### config.mk
export PLATFORM = sky130hd
export DESIGN_NAME = int_fp_acc
export DESIGN_NICKNAME = d
export VERILOG_FILES = /design/src/rtl/int_fp_acc.sv
export SDC_FILE = /design/constraint.sdc
export NUM_CORES = 1
export LEC_CHECK = 0
export CAP_MARGIN = 20
export CORE_MARGIN = 10
export CORE_UTILIZATION = 60
export CTS_CLUSTER_DIAMETER = 100
export DETAILED_ROUTE_END_ITERATION = 7
export GPL_ROUTABILITY_DRIVEN = 0
export GPL_TIMING_DRIVEN = 1
export HOLD_SLACK_MARGIN = 0.08
export PLACE_DENSITY = 0.79
export SLEW_MARGIN = 30
export SYNTH_ARGS = -nofsm -noshare
export SYNTH_HDL_FRONTEND = slang
export SYNTH_SLANG_ARGS = --single-unit
### constraint.sdc
create_clock -name clk -period 14.6 [get_ports clk]
set_input_delay 2.92 -clock clk [delete_from_list [all_inputs] [get_ports clk]]
set_output_delay 2.92 -clock clk [all_outputs]
set_load 0.01 [all_outputs]
### src/rtl/int_fp_acc.sv
// Group accumulator for int_fp_mul products: saturating signed INT16 or FP16
// (flush-to-zero, round-to-nearest-even) sums, one result per in_last-terminated group.
module int_fp_acc (
  input  logic        clk,
  input  logic        rst,
  input  logic        mode,
  input  logic        in_valid,
  output logic        in_ready,
  input  logic [15:0] in_data,
  input  logic        in_err,
  input  logic        in_last,
  output logic        out_valid,
  input  logic        out_ready,
  output logic [15:0] out_data,
  output logic        out_err,
  output logic        out_ovf
);

  // state | meaning
  // IDLE  | accepting beats (INT beats accumulate here directly)
  // ALIGN | FP exponent compare and significand alignment
  // NORM  | FP add/sub, normalize, round, accumulator update
  // OUT   | group sum presented until out_ready
  typedef enum logic [1:0] {S_IDLE, S_ALIGN, S_NORM, S_OUT} state_t;

  state_t      state_q, state_d;
  logic [15:0] acc_q, acc_d;
  logic        err_q, err_d;
  logic        ovf_q, ovf_d;
  logic        first_q, first_d;
  logic        mode_q, mode_d;
  logic        last_q, last_d;
  logic [15:0] opa_q, opa_d;
  logic [15:0] opb_q, opb_d;
  logic        spc_q, spc_d;
  logic [15:0] spcv_q, spcv_d;
  logic        sgn_q, sgn_d;
  logic        sub_q, sub_d;
  logic [4:0]  exp_q, exp_d;
  logic [13:0] mant_l_q, mant_l_d;
  logic [13:0] mant_s_q, mant_s_d;

  logic        in_fire, mode_eff;
  logic [15:0] base;

  assign in_ready  = (state_q == S_IDLE) && !rst;
  assign out_valid = (state_q == S_OUT);
  assign out_data  = acc_q;
  assign out_err   = err_q;
  assign out_ovf   = ovf_q;
  assign in_fire   = in_valid && in_ready;
  assign mode_eff  = first_q ? mode : mode_q;
  assign base      = first_q ? 16'h0000 : acc_q;

  logic signed [16:0] isum;
  logic               int_ovf;
  logic [15:0]        int_res;

  always_comb begin
    isum    = $signed({base[15], base}) + $signed({in_data[15], in_data});
    int_ovf = isum[16] ^ isum[15];
    int_res = isum[15:0];
    if (int_ovf) int_res = isum[16] ? 16'h8000 : 16'h7FFF;
  end

  logic        a_s, b_s, a_zero, b_zero, a_inf, b_inf, a_nan, b_nan, a_big;
  logic [4:0]  a_e, b_e, dexp;
  logic [10:0] m_big, m_small;
  logic [40:0] shf;
  logic        spc_hit;
  logic [15:0] spc_val;

  always_comb begin
    a_s     = opa_q[15];
    b_s     = opb_q[15];
    a_e     = opa_q[14:10];
    b_e     = opb_q[14:10];
    a_zero  = (a_e == 5'd0);
    b_zero  = (b_e == 5'd0);
    a_inf   = (a_e == 5'h1F) && (opa_q[9:0] == 10'd0);
    b_inf   = (b_e == 5'h1F) && (opb_q[9:0] == 10'd0);
    a_nan   = (a_e == 5'h1F) && (opa_q[9:0] != 10'd0);
    b_nan   = (b_e == 5'h1F) && (opb_q[9:0] != 10'd0);
    a_big   = (opa_q[14:0] >= opb_q[14:0]);
    m_big   = a_big ? {1'b1, opa_q[9:0]} : {1'b1, opb_q[9:0]};
    m_small = a_big ? {1'b1, opb_q[9:0]} : {1'b1, opa_q[9:0]};
    dexp    = a_big ? (a_e - b_e) : (b_e - a_e);
    // 30 spare bits cover the largest normal-to-normal exponent gap
    shf     = {m_small, 30'b0} >> dexp;

    spc_hit = 1'b1;
    spc_val = 16'h0000;
    if (a_nan || b_nan)       spc_val = 16'h7E00;
    else if (a_inf && b_inf)  spc_val = (a_s != b_s) ? 16'h7E00 : opa_q;
    else if (a_inf)           spc_val = opa_q;
    else if (b_inf)           spc_val = opb_q;
    else if (a_zero && b_zero) spc_val = (a_s && b_s) ? 16'h8000 : 16'h0000;
    else if (a_zero)          spc_val = opb_q;
    else if (b_zero)          spc_val = opa_q;
    else                      spc_hit = 1'b0;
  end

  logic [14:0]       sum;
  logic [3:0]        lz;
  logic [13:0]       nrm;
  logic signed [6:0] e_pre, e_rnd;
  logic              rnd_up;
  logic [11:0]       m_rnd;
  logic [15:0]       fp_res;
  logic              fp_ovf;

  always_comb begin
    sum = sub_q ? ({1'b0, mant_l_q} - {1'b0, mant_s_q})
                : ({1'b0, mant_l_q} + {1'b0, mant_s_q});
    lz = 4'd0;
    for (int i = 0; i < 14; i++) begin
      if (sum[i]) lz = 4'(13 - i);
    end
    if (sum[14]) begin
      nrm   = {sum[14:2], sum[1] | sum[0]};
      e_pre = $signed({2'b00, exp_q}) + 7'sd1;
    end else begin
      nrm   = sum[13:0] << lz;
      e_pre = $signed({2'b00, exp_q}) - $signed({3'b000, lz});
    end
    rnd_up = nrm[2] & (nrm[3] | nrm[1] | nrm[0]);
    m_rnd  = {1'b0, nrm[13:3]} + {11'b0, rnd_up};
    e_rnd  = m_rnd[11] ? (e_pre + 7'sd1) : e_pre;
    fp_ovf = 1'b0;
    if (sum == 15'd0)          fp_res = 16'h0000;
    else if (e_pre <= 7'sd0)   fp_res = {sgn_q, 15'h0000};
    else if (e_rnd >= 7'sd31) begin
      fp_res = {sgn_q, 15'h7C00};
      fp_ovf = 1'b1;
    end else begin
      fp_res = {sgn_q, e_rnd[4:0], m_rnd[11] ? m_rnd[10:1] : m_rnd[9:0]};
    end
  end

  always_comb begin
    state_d  = state_q;
    acc_d    = acc_q;
    err_d    = err_q;
    ovf_d    = ovf_q;
    first_d  = first_q;
    mode_d   = mode_q;
    last_d   = last_q;
    opa_d    = opa_q;
    opb_d    = opb_q;
    spc_d    = spc_q;
    spcv_d   = spcv_q;
    sgn_d    = sgn_q;
    sub_d    = sub_q;
    exp_d    = exp_q;
    mant_l_d = mant_l_q;
    mant_s_d = mant_s_q;
    case (state_q)
      S_IDLE: begin
        if (in_fire) begin
          first_d = 1'b0;
          mode_d  = mode_eff;
          last_d  = in_last;
          err_d   = (first_q ? 1'b0 : err_q) | in_err;
          ovf_d   = first_q ? 1'b0 : ovf_q;
          if (!mode_eff) begin
            acc_d   = int_res;
            ovf_d   = (first_q ? 1'b0 : ovf_q) | int_ovf;
            state_d = in_last ? S_OUT : S_IDLE;
          end else begin
            opa_d   = base;
            opb_d   = in_data;
            state_d = S_ALIGN;
          end
        end
      end
      S_ALIGN: begin
        spc_d    = spc_hit;
        spcv_d   = spc_val;
        sgn_d    = a_big ? a_s : b_s;
        sub_d    = a_s ^ b_s;
        exp_d    = a_big ? a_e : b_e;
        mant_l_d = {m_big, 3'b000};
        mant_s_d = {shf[40:28], shf[27] | (|shf[26:0])};
        state_d  = S_NORM;
      end
      S_NORM: begin
        acc_d   = spc_q ? spcv_q : fp_res;
        ovf_d   = ovf_q | (~spc_q & fp_ovf);
        state_d = last_q ? S_OUT : S_IDLE;
      end
      S_OUT: begin
        if (out_ready) begin
          state_d = S_IDLE;
          first_d = 1'b1;
        end
      end
      default: state_d = S_IDLE;
    endcase
  end

  always_ff @(posedge clk or posedge rst) begin
    if (rst) begin
      state_q  <= S_IDLE;
      acc_q    <= 16'h0000;
      err_q    <= 1'b0;
      ovf_q    <= 1'b0;
      first_q  <= 1'b1;
      mode_q   <= 1'b0;
      last_q   <= 1'b0;
      opa_q    <= 16'h0000;
      opb_q    <= 16'h0000;
      spc_q    <= 1'b0;
      spcv_q   <= 16'h0000;
      sgn_q    <= 1'b0;
      sub_q    <= 1'b0;
      exp_q    <= 5'd0;
      mant_l_q <= 14'd0;
      mant_s_q <= 14'd0;
    end else begin
      state_q  <= state_d;
      acc_q    <= acc_d;
      err_q    <= err_d;
      ovf_q    <= ovf_d;
      first_q  <= first_d;
      mode_q   <= mode_d;
      last_q   <= last_d;
      opa_q    <= opa_d;
      opb_q    <= opb_d;
      spc_q    <= spc_d;
      spcv_q   <= spcv_d;
      sgn_q    <= sgn_d;
      sub_q    <= sub_d;
      exp_q    <= exp_d;
      mant_l_q <= mant_l_d;
      mant_s_q <= mant_s_d;
    end
  end

endmodule
# Yosys cells after proc, flatten, opt, wreduce, memory -nomap -nowiden

Index checks and enable logic that the tools add are counted.

Reductions and logical operators: 28
$add $sub $neg: 9
Mux-type cells: 68
$lt $le $gt $ge: 3
Eq/ne operators: 9
Bitwise gates (word level): 12
Shift-type cells: 2

Operators with widths:

| kind                                        | count |
|---|---|
| 2-to-1 mux 16 bit                           | 16 |
| 2-to-1 mux 4 bit                            | 14 |
| 2-to-1 mux 15 bit                           | 3 |
| right shift 41 x 5 -> 41 bit                | 1 |
| case mux 16 bit (2 select lines)            | 1 |
| 2-to-1 mux 10 bit                           | 3 |
| OR reduction 27 bit                         | 1 |
| zero test 10 bit                            | 2 |
| nonzero test 10 bit                         | 2 |
| 2-to-1 mux 1 bit                            | 18 |
| adder 16 x 16 -> 17 bit                     | 1 |
| adder 14 x 14 -> 15 bit                     | 1 |
| greater-or-equal comparator 15 bit          | 1 |
| zero test 15 bit                            | 1 |
| subtractor 14 x 14 -> 15 bit                | 1 |
| 2-to-1 mux 14 bit                           | 1 |
| 2-to-1 mux 7 bit                            | 2 |
| left shift 14 x 4 -> 14 bit                 | 1 |
| adder 11 x 1 -> 12 bit                      | 1 |
| equality test 5 bit (second input constant) | 2 |
| zero test 5 bit                             | 2 |
| 2-to-1 mux 2 bit                            | 5 |
| 2-to-1 mux 5 bit                            | 2 |
| subtractor 5 bit                            | 2 |
| other kinds (23)                            | 47 |

Register bits: 104
Output and inout bits: 20
Logic and storage cells: 147
Input port bits: 23

# Longest topological paths before layout

Gate-level depths: netlist (run 1).

Depth after elaboration: 30
Depth in mapped cells: 28
Gate-level depth less buffers: 26

# Worst setup path after synthesis (run 1)

OpenSTA, ideal clock, no wires.

Kind: in2reg
Start point: in in_data[0]
End point: reg acc_q[13] (netlist: out_data[13])
Cell stages on the path: 20
Arrival time: 6240 ps
Setup slack: 8295 ps
Library setup time: 65 ps
Path buffers: 1
Path through: ha_1 inv_1 fa_1 nor2b_1 o21ai_0 a21boi_0 o21ai_0 a21boi_0 o21ai_0 a21boi_0 o21a_1 o21a_1 o211ai_1 a21oi_1 or2_2 clkbuf_1 inv_1 or3_1 a31oi_1 o211a_1

Longest elaborated chain between the ends: 6

RTL lines:

| element                                               | RTL line | text |
|---|---|---|
| from (decl)                                           | 9        | `input logic [15:0] in_data,` |
| adder 16 x 16 -> 17 bit *                             | 60       | `isum = $signed({base[15], base}) + $signed({in_data[15], in_data});` |
| 2-to-1 mux 16 bit / XOR 1 bit (equally long branches) | 63, 61   |  |
| 2-to-1 mux 16 bit *                                   | 63       | `if (int_ovf) int_res = isum[16] ? 16'h8000 : 16'h7FFF;` |
| 2-to-1 mux 16 bit *                                   | 165      | `if (!mode_eff) begin` |
| 2-to-1 mux 16 bit *                                   | 159      | `if (in_fire) begin` |
| case mux 16 bit (2 select lines) *                    | 157      | `case (state_q)` |
| to (signal assigned)                                  | 204      | `acc_q <= 16'h0000;` |
| to (signal assigned)                                  | 221      | `acc_q <= acc_d;` |
| to (decl)                                             | 27       | `logic [15:0] acc_q, acc_d;` |

Every way passes the cells marked *; elsewhere a longest branch is shown, timed or not. The select of a mux whose other input is x is not followed.
A chain may end at the register's enable or synchronous reset.

# Worst setup path in the final report (run 1)

Start point: in rst
End point: out in_ready

Longest elaborated chain between the ends: 2

RTL lines:

| element                   | RTL line | text |
|---|---|---|
| from (decl)               | 5        | `input logic rst,` |
| zero test 1 bit (no line) | --       |  |
| logical AND 1 bit         | 46       | `assign in_ready = (state_q == S_IDLE) && !rst;` |
| to (decl)                 | 8        | `output logic in_ready,` |

Every way passes these cells.

==> results of run 1 <==
## kinds of logic after synthesis
family / Yosys count
flip-flops: 104
multiplexers: 74
buffers and inverters: 136
AO/OA/AOI/OAI: 425
AND/OR/NAND/NOR: 420
adder cells (fa/ha/maj): 75
XOR/XNOR: 36
## how the worst max path moves through the flow
stage	cells past startpoint	slack (ns)	from	to
finish	3	7.45	rst	in_ready
global route	22	7.16	sub_q	out_data[8]
CTS	3	7.44	rst	in_ready
detailed placement	20	7.41	in_data[0]	out_data[13]
global placement	3	7.47	rst	in_ready
floorplan	20	8.30	in_data[0]	out_data[13]
## flip-flops by register name, indices dropped and copies added (netlist names)
signal	cells
out_ovf	1
sgn_q	1
spcv_q	16
sub_q	1
last_q	1
mode_q	1
mant_s_q	14
exp_q	5
opb_q	16
out_data	16
out_err	1
state_q	2
opa_q	16
first_q	1
mant_l_q	11
spc_q	1
## per-layer routing
layer	GRT usage, %	share of wire, %	up-vias
met1	34.3	41	4760
met2	43.9	46	551
met4	13.0	5.1	0
met5	0	0	-
li1	-	-	4710
met3	4.50	8.4	139
## metrics by stage
| step | std cells | util [%] | hold WS [ns] | instance area, µm² | setup WS, ns |
|---|---|---|---|---|---|
| finish | 1492 | 66.5 | 0.476 | 11000 | 7.45 |
| global route | 1492 | 66.5 | 0.493 | 11000 | 7.16 |
| CTS | 1492 | 66.4 | 0.475 | 11000 | 7.44 |
| detailed placement | 1476 | 64.5 | 0.459 | 10700 | 7.41 |
| global placement | 1476 | 64.4 | 0.457 | 10700 | 7.47 |
| floorplan | 1270 | - | 0.439 | 10200 | 8.30 |
## worst reg2reg max path, stage by stage, from the launching register on
cell	delay [ns]
dfrtp_1	0.98
inv_1	0.41
o2bb2ai_1	0.24
nor2_1	0.56
o211ai_1	0.28
a21o_1	0.24
a211oi_1	0.38
o21ai_1	0.13
buf_4	0.22
inv_2	0.20
ha_1	0.19
inv_1	0.06
fa_1	0.39
and3_1	0.15
a2111oi_0	0.39
a41oi_1	0.10
xnor2_1	0.58
nor2b_1	0.21
nand4b_1	0.13
xnor2_1	0.37
nand2_1	0.18
nand2_1	0.29
o211ai_1	0.16
## cells in the final DEF (no fill, tap or decap), drive strengths merged, types with 12 or more instances in the layout
cell type / synthesis / routed
o22ai: 16 / 16
xnor2: 23 / 23
nand2: 138 / 138
nand2b: 12 / 12
a211oi: 26 / 26
xor2: 13 / 13
ha: 70 / 70
nor3: 33 / 33
mux2: 34 / 34
a31oi: 14 / 14
o31ai: 13 / 13
a21oi: 102 / 102
clkdlybuf4s50: 0 / 42
a21o: 17 / 17
or3: 14 / 14
nor2: 83 / 83
o21ai: 92 / 92
nand3: 34 / 34
dfrtp: 103 / 103
inv: 66 / 68
a221oi: 17 / 17
nor4: 12 / 12
nor2b: 29 / 29
o21a: 12 / 12
o211ai: 28 / 28
or2: 12 / 12
buf: 13 / 13
mux2i: 38 / 38
## final cells by class
type | instances | share of cell area [%]
timing repair buffer | 55 | 4.73
multi-input combinational | 1030 | 64.0
sequential | 104 | 23.6
tap | 220 | 2.50
clock inverter | 7 | 0.715
inverter | 67 | 2.35
clock buffer | 9 | 2.04
## cells in the mapped netlist, drive strengths merged (6+ instances only)
library cell	n	area share, %
nand2	138	5.1
dfrtp	103	25
a21oi	102	5.1
o21ai	92	4.5
nor2	83	3.1
ha	70	8.6
inv	66	2.4
clkbuf	56	2.1
mux2i	38	3.7
mux2	34	3.8
nand3	34	1.7
nor3	33	1.6
nor2b	29	1.8
o211ai	28	2.1
a211oi	26	2.0
xnor2	23	2.0
a21o	17	1.3
a221oi	17	1.6
o22ai	16	0.99
a31oi	14	0.86
or3	14	0.86
buf	13	0.70
o31ai	13	0.96
xor2	13	1.1
nand2b	12	0.74
nor4	12	0.74
o21a	12	0.90
or2	12	0.74
and2	10	0.62
nand4	10	0.68
a22oi	8	0.59
and3	8	0.49
nand3b	7	0.52
a211o	6	0.52
==> key figures, run 1 <==
Drt
  – Via density: 6.81
  – DRC viols: 0
  – ANT nets after route: 0
  – Vias: slightly above 10000
  – Routed WL: a little over 30000 µm
  – Detailed-router iteration count before antenna repair: 8
  – Drt initial violations: ~1000
  – Drt wl/cell: 20.8 µm

Yosys
  – Largest family of logic cells by synthesized area: compound AO/OA/AOI/OAI gates
  – Post-Synth Adder-Cell Area: 9.61%
  – Mapped Nets: roughly 1400
  – Post-Synth Simple-Gate Area: between 20% and 30%
  – Syn_area_per_cell: between 7 and 8 µm²
  – Yosys warns: 0
  – Cell count after synthesis: between 1000 and 1500
  – Post-synthesis cell area: just over 10000 µm²
  – Post-synthesis compound-gate area fraction: 28.1%
  – Seq/Total Area, Yosys: between 20% and 30%
  – Post-synth EDFFs: 0
  – Async SR Flop Fraction: 100%
  – FF+latch count, synth: about 100
  – Ys flop type: dfrtp_1
  – Synth cell types: slightly below 90
  – Multiplexer share of the synthesized area: roughly 8.0%
  – Post-synthesis xor/xnor area fraction: 3.10%

Final layout
  – Area of the multi-input gates: 7060 µm²
  – Area grow syn2layout: 8.55%
  – Register area: around 2600 µm²
  – Fill cell count: about 1400
  – Layout cells sized above 1: 8.18%
  – # nets final: between 1000 and 1500
  – # diodes: 0

Timing
  – Final Max Tran Viols: 0
  – RSZ-0062 raised after global routing: no
  – Final hold vios: 0
  – Worst rel slew slack: between 30% and 40%
  – Max Fclk: approximately 0.14 GHz
  – Clock Skews: roughly 0.008 ns
  – Min cycle time layout: between 7 and 8 ns
  – TNS Setup: 0 ns
  – Period utilisation layout: roughly 49%
  – Worst-Margin Slew: 0.989 ns
  – Final setup viols: 0

Min path
  – Hold Path Depth: 2
  – Hold crit path type: reg2reg
  – WHS Endpoint: last_q
  – Min-delay src: last_q

Worst setup path
  – Worst setup SP type: input pin
  – Critical-path maximum fanout: 3
  – Cells on worst reg2reg path: 22
  – CP peak stage delay: ~0.60 ns
  – Cell family with most CP delay: buffers and inverters
  – CP cell instances: clkdlybuf4s50_1 > nor3_1 > clkdlybuf4s50_1
  – Most used cell, CP: clkdlybuf4s50_1
  – Buf/Inv on CP: 2
  – Reg-to-reg endpoint: out_data[5]
  – Worst Path Required: approximately 12 ns
  – WP data arrival: 4.23 ns
  – R2R Setup Slk: 7.64 ns
  – CP Class: in2out
  – Reg2reg start: sub_q
  – Highest-delay cell along the critical path: clkdlybuf4s50_1
  – Endpoint class of the critical path: output pin

CTS
  – Clock sink count: around 100
  – CTS Buf Count: 9
  – Root buffer cell: clkbuf_16
  – CTS Hold Bufs: 0
  – TritonCTS clock tree: done
  – Worst skew pair latency: 0.36 ns
  – Setup Fix Bufs, Post-CTS: 0
  – Cts repair resizes: 0
  – H-tree depth reported by CTS: 3
  – CTS max path bufs: 2
  – Worst-path clk slew: approximately 0.070 ns

Die
  – Core Box Area: ~17000 µm²
  – I/O Pins: 43
  – Die H: roughly 150 µm
  – Floorplan die width: between 150 and 200 µm
  – Starting Density: roughly 61%
  – Row count: 47
  – Die area: ~23000 µm²

Global routing
  – Pin count of the biggest net entering global routing: 83
  – Gr usage total: 27.0%
  – Initial antenna violation count: 0
  – Gr ovfl total: 0
  – Vias in the first global route: around 9600
  – First-pass GRT wire length: 49200 µm

Placed design
  – IO buf count: between 40 and 50
  – Hpwl dp: about 23000 µm

Status
  – Outcome: finished, final reports clean

Flow run
  – Maxcap violations: 0
Power of run 1 is left out: the tool's default activity adds up to more than one toggle a clock period on the data nets, which glitch-free logic cannot reach.
==> inputs of run 2 (changes only) <==
--- a/config.mk
+++ b/config.mk
@@ -7,7 +7,7 @@
 export LEC_CHECK = 0
 export CAP_MARGIN = 20
 export CORE_MARGIN = 10
-export CORE_UTILIZATION = 60
+export CORE_UTILIZATION = 57
 export CTS_CLUSTER_DIAMETER = 100
 export DETAILED_ROUTE_END_ITERATION = 7
 export GPL_ROUTABILITY_DRIVEN = 0
==> constraint.sdc (replaced) <==
create_clock -name clk -period 6.3 [get_ports clk]
set_input_delay 1.26 -clock clk [delete_from_list [all_inputs] [get_ports clk]]
set_output_delay 1.26 -clock clk [all_outputs]
set_load 0.01 [all_outputs]
==> key figures, run 2 (synthesis gave the netlist of run 1 again) <==
Status
  – Outcome: finished, violations left (was finished, final reports clean)
  – Failing checks: design-rule violations

Final layout
  – Register area: 2600 µm² (unchanged)
  – # diodes: 0 (unchanged)
  – Area grow syn2layout: 9.60% (was 8.55%)
  – Post-layout util: 64.1% (was 66.5%)
  – Fill cell count: 1496 (was 1429)
  – Area of the multi-input gates: 7070 µm² (was 7060 µm²)
  – Layout cells sized above 1: 9.49% (was 8.18%)
  – Commonest cells after routing, fill and taps aside: nand2_1 (138), dfrtp_1 (103), a21oi_1 (99) (was nand2_1 (138), dfrtp_1 (103), a21oi_1 (101))
  – Commonest non-fill, non-tap cell in the layout: nand2_1 (unchanged)
  – Finished Cell Area: 11100 µm² (was 11000 µm²)
  – # nets final: 1379 (was 1365)

Timing
  – Min cycle time layout: roughly 5.9 ns
  – Clock Skews: 0.00702 ns (was 0.00811 ns)
  – Worst rel slew slack: 38.0% (was 34.0%)
  – Final Max Tran Viols: 0 (unchanged)
  – Final setup viols: 0 (unchanged)
  – Final hold vios: 0 (unchanged)
  – Period utilisation layout: 94.3%
  – Worst-Margin Slew: 0.927 ns (was 0.989 ns)
  – Max Fclk: around 0.17 GHz

Die
  – Row count: 48 (was 47)
  – I/O Pins: 43 (unchanged)
  – Starting Density: 58.5% (was 61.2%)
  – Die H: 153 µm (was 150 µm)
  – Floorplan die width: 153 µm (was 150 µm)
  – Die area: 23600 µm² (was 22500 µm²)
  – Core Box Area: 17400 µm² (was 16600 µm²)

Min path
  – Hold Path Depth: 2 (unchanged)
  – Hold crit path type: reg2reg (unchanged)

Drt
  – Routed WL: 31600 µm (was 31000 µm)
  – Drt initial violations: 1155 (was 1001)
  – DRC viols: 17 (was 0)
  – Via density: 6.80 (was 6.81)
  – Detailed-router iteration count before antenna repair: 8 (unchanged)
  – Vias: 10275 (was 10160)
  – ANT nets after route: 0 (unchanged)
  – Drt wl/cell: 20.9 µm (was 20.8 µm)

Global routing
  – First-pass GRT wire length: 50700 µm (was 49200 µm)
  – Gr ovfl total: 0 (unchanged)
  – Initial antenna violation count: 0 (unchanged)
  – Vias in the first global route: 9642 (was 9558)
  – Gr usage total: 25.6% (was 27.0%)
  – Pin count of the biggest net entering global routing: 62 (was 83)

Worst setup path
  – Worst Path Required: 6.58 ns (was 11.68 ns)
  – Worst setup SP type: flip-flop (was input pin)
  – CP Class: reg2reg (was in2out)
  – Cells on worst reg2reg path: 21 (was 22)
  – Critical-path maximum fanout: 9 (was 3)
  – WP data arrival: 6.23 ns (was 4.23 ns)
  – Endpoint class of the critical path: flip-flop (was output pin)

CTS
  – Root buffer cell: clkbuf_16 (unchanged)
  – Clock sink count: 104 (unchanged)
  – CTS max path bufs: 2 (unchanged)
  – CTS Buf Count: 9 (unchanged)
  – Worst skew pair latency: 0.36 ns (about the same)
  – TritonCTS clock tree: done (unchanged)
  – Worst-path clk slew: 0.07 ns (about the same)
  – H-tree depth reported by CTS: 3 (unchanged)

Placed design
  – IO buf count: 42 (unchanged)
  – Hpwl dp: 23900 µm (was 23500 µm)
  – Dpl cell area: 10800 µm² (was 10700 µm²)

Flow run
  – Maxcap violations: 0 (unchanged)
## run 2: final timing paths
check / from / endpoint / slack (ns)
min reg2reg: last_q / last_q / 0.47
max reg2reg: mant_l_q[3] / out_data[7] / 0.36
max: mant_l_q[3] / out_data[7] / 0.36
max in group asynchronous: rst / mant_l_q[11] / 3.82
min in group asynchronous: rst / out_data[15] / 1.40
min: last_q / last_q / 0.47
## run 2: layer usage
layer	global-route usage, %	vias to the layer above	share of wire [%]
met4	10.2	0	4.7
li1	-	4749	-
met5	0	-	0
met3	5.19	153	9.2
met1	32.1	4790	40
met2	42.1	583	46
## run 2: timing repair
item / 4_1_cts / 5_1_grt
hold endpoints to repair: 0 / 0
endpoints found under the setup margin: 0 / 16
hold buffers: 0 / 0
resized for setup: 0 / 7
setup buffers: 0 / 1
## run 2: through the flow
| step | TNS [ns] | hold WS (ns) | cells | worst slack, ns |
|---|---|---|---|---|
| global route | -0.922 | 0.492 | 1511 | -0.125 |
| finish | 0 | 0.474 | 1511 | 0.356 |
| detailed placement | 0 | 0.457 | 1494 | 0.256 |
| CTS | 0 | 0.475 | 1510 | 0.194 |
| global placement | 0 | 0.458 | 1494 | 0.370 |
| floorplan | 0 | 0.439 | 1270 | 0.828 |
## run 2: final cells by class
cell class / instances / area share (%)
Multi-Input combinational cell: 1030 / 63.5
Sequential cell: 104 / 23.4
Timing Repair Buffer: 69 / 5.60
Clock inverter: 5 / 0.517
Clock buffer: 11 / 2.09
Tap cell: 225 / 2.53
Inverter: 67 / 2.33
## run 2: worst max-delay path, stage by stage (launching register included)
cell	delay [ns]
dfrtp_1	0.38
ha_1	0.17
inv_1	0.05
fa_1	0.38
o21bai_1	0.22
a21oi_1	0.16
o31ai_2	0.27
a2111oi_0	0.16
or3_1	0.43
a211o_1	0.41
nor2_4	0.29
clkinv_4	0.16
fa_1	0.44
and3_1	0.16
a2111oi_0	0.39
a41oi_1	0.15
xnor2_2	0.37
nor2b_1	0.22
nand4b_1	0.18
xnor2_2	0.22
or4_1	0.53
a21oi_1	0.13
Power of run 2 is left out for the same reason.
==> inputs of run 3 (changes only) <==
==> constraint.sdc (replaced) <==
create_clock -name clk -period 6.3 [get_ports clk]
set_input_delay 1.89 -clock clk [delete_from_list [all_inputs] [get_ports clk]]
set_output_delay 1.89 -clock clk [all_outputs]
set_load 0.01 [all_outputs]
==> key figures, run 3 (synthesis gave the netlist of run 1 again) <==
Timing
  – Worst-Margin Slew: 1.04 ns (was 0.927 ns)
  – Clock Skews: 0.0148 ns (was 0.00702 ns)
  – Max Fclk: 0.169 GHz (was 0.168 GHz)
  – Final setup viols: 0 (unchanged)
  – Period utilisation layout: 93.9% (was 94.3%)
  – Final hold vios: 0 (unchanged)
  – RSZ-0062 raised after global routing: no
  – Min cycle time layout: 5.91 ns (was 5.94 ns)
  – Worst rel slew slack: 30.3% (was 38.0%)
  – TNS Setup: 0 ns (unchanged)
  – Final Max Tran Viols: 0 (unchanged)

Final layout
  – Register area: 2600 µm² (unchanged)
  – # diodes: 0 (unchanged)
  – # nets final: 1380 (was 1379)
  – Commonest cells after routing, fill and taps aside: nand2_1 (138), dfrtp_1 (103), a21oi_1 (99) (unchanged)
  – Commonest non-fill, non-tap cell in the layout: nand2_1 (unchanged)
  – Post-layout util: 64.4% (was 64.1%)
  – Area of the multi-input gates: 7080 µm² (was 7070 µm²)
  – Area grow syn2layout: 10.1% (was 9.60%)
  – Fill cell count: 1478 (was 1496)
  – Layout cells sized above 1: 9.79% (was 9.49%)

CTS
  – TritonCTS clock tree: done (unchanged)
  – Clock sink count: 104 (unchanged)
  – Worst-path clk slew: 0.09 ns (was 0.07 ns)
  – CTS Hold Bufs: 0 (unchanged)
  – CTS max path bufs: 2 (unchanged)
  – H-tree depth reported by CTS: 3 (unchanged)
  – Root buffer cell: clkbuf_16 (unchanged)
  – CTS Buf Count: 9 (unchanged)
  – Setup Fix Bufs, Post-CTS: 0 (unchanged)
  – Worst skew pair latency: 0.37 ns (was 0.36 ns)

Global routing
  – Gr usage total: 25.6% (about the same)
  – Pin count of the biggest net entering global routing: 69 (was 62)
  – Gr ovfl total: 0 (unchanged)
  – First-pass GRT wire length: 50800 µm (was 50700 µm)
  – Vias in the first global route: 9733 (was 9642)
  – Initial antenna violation count: 1 (was 0)

Drt
  – DRC viols: 0 (was 17)
  – Detailed-router iteration count before antenna repair: 6 (was 8)
  – Vias: 10312 (was 10275)
  – Routed WL: 31700 µm (was 31600 µm)
  – ANT nets after route: 0 (unchanged)
  – Drt initial violations: 954 (was 1155)
  – Drt wl/cell: 20.9 µm (about the same)
  – Via density: 6.82 (was 6.80)

Min path
  – Hold Path Depth: 2 (unchanged)
  – Min-delay src: spcv_q[5] (was last_q)
  – WHS Endpoint: spcv_q[5] (was last_q)
  – Hold crit path type: reg2reg (unchanged)

Die
  – Floorplan die width: 153 µm (unchanged)
  – Die area: 23600 µm² (unchanged)
  – Core Box Area: 17400 µm² (unchanged)
  – Row count: 48 (unchanged)
  – Die H: 153 µm (unchanged)
  – Starting Density: 58.5% (unchanged)
  – I/O Pins: 43 (unchanged)

Worst setup path
  – CP peak stage delay: 0.59 ns (was 0.53 ns)
  – Worst Path Required: 6.61 ns (was 6.58 ns)
  – Cells on worst reg2reg path: 18 (was 21)
  – Buf/Inv on CP: 1 (was 2)
  – Cell family with most CP delay: compound AO/OA/AOI/OAI gates (unchanged)
  – Critical-path maximum fanout: 11 (was 9)
  – Reg2reg start: mant_l_q[4] (was mant_l_q[3])
  – CP cell instances: ha_1 > and4b_1 > a22o_1 > o211a_1 > or4_4 > a311oi_2 > o221ai_1 > o31ai_2 > a41oi_1 > o211ai_1 > o2111a_1 > nand4_2 > nor3b_2 > buf_4 > a31o_2 > o211ai_1 > nand2_1 > o211a_1 (was ha_1 > inv_1 > fa_1 > o21bai_1 > a21oi_1 > o31ai_2 > a2111oi_0 > or3_1 > a211o_1 > nor2_4 > clkinv_4 > fa_1 > and3_1 > a2111oi_0 > a41oi_1 > xnor2_2 > nor2b_1 > nand4b_1 > xnor2_2 > or4_1 > a21oi_1)
  – Worst setup SP type: flip-flop (unchanged)
  – Endpoint class of the critical path: flip-flop (unchanged)
  – Highest-delay cell along the critical path: or4_4 (was or4_1)
  – R2R Setup Slk: 0.39 ns (was 0.36 ns)
  – WP data arrival: 6.22 ns (was 6.23 ns)
  – CP Class: reg2reg (unchanged)
  – Reg-to-reg endpoint: out_data[11] (was out_data[7])

Status
  – Outcome: finished, final reports clean (was finished, violations left)

Flow run
  – Maxcap violations: 0 (unchanged)

Placed design
  – IO buf count: 42 (unchanged)
  – Hpwl dp: 23900 µm (about the same)
-- run 3: cell types whose count changed in the layout (fill, tap and decap cells not counted), moves of 2 or more --
cell	delta
clkinv_8	+4
inv_8	+2
clkbuf_1	-2
clkinvlp_4	-3
-- run 3: timing repair --
action | CTS | global route
hold endpoints to repair | 0 | 0
setup endpoints to repair | 0 | 13
resized for setup | 0 | 6
-- run 3: per-stage QoR --
step           setup slack (ns)  hold WS [ns]  std cells  area [µm²]
2_1_floorplan             0.828         0.439       1270       10200
3_3_place_gp              0.483         0.468       1496       10800
3_5_place_dp              0.368         0.472       1496       10800
4_1_cts                   0.424         0.491       1512       11100
5_1_grt                  0.0195         0.523       1512       11200
6_report                  0.385         0.495       1512       11200
-- run 3: layout make-up --
| cell class | instances | share of cell area (%) |
|---|---|---|
| Clock inverter | 7 | 0.862 |
| Clock buffer | 9 | 2.01 |
| Inverter | 67 | 2.32 |
| Tap cell | 225 | 2.52 |
| Sequential cell | 104 | 23.3 |
| Multi-Input combinational cell | 1030 | 63.4 |
| Timing Repair Buffer | 70 | 5.64 |
-- run 3: worst register-to-register path: stages, from the launching register on --
cell and delay [ns]:
dfrtp_1 0.43, ha_1 0.39, and4b_1 0.25, a22o_1 0.28, o211a_1 0.23, or4_4 0.59, a311oi_2 0.50, o221ai_1 0.51
o31ai_2 0.45, a41oi_1 0.21, o211ai_1 0.19, o2111a_1 0.31, nand4_2 0.20, nor3b_2 0.28, buf_4 0.20, a31o_2 0.20
o211ai_1 0.16, nand2_1 0.28, o211a_1 0.21
-- run 3: per-layer routing --
layer	wire length [µm]	GRT usage, %
met1	12600	31.9
met2	14700	42.5
met3	2980	5.27
met4	1390	9.72
met5	0	0
-- run 3: worst max path at each step --
stage	startpoint	endpoint	slack (ns)	cells past startpoint
floorplan	mant_l_q[3]	out_data[1]	0.83	24
global route	mant_l_q[3]	out_data[8]	0.02	23
CTS	mant_s_q[7]	out_data[11]	0.42	20
global placement	mant_l_q[5]	out_data[1]	0.48	21
detailed placement	in_data[0]	out_data[13]	0.37	20
finish	mant_l_q[4]	out_data[11]	0.39	18
Power of run 3 is left out for the same reason.
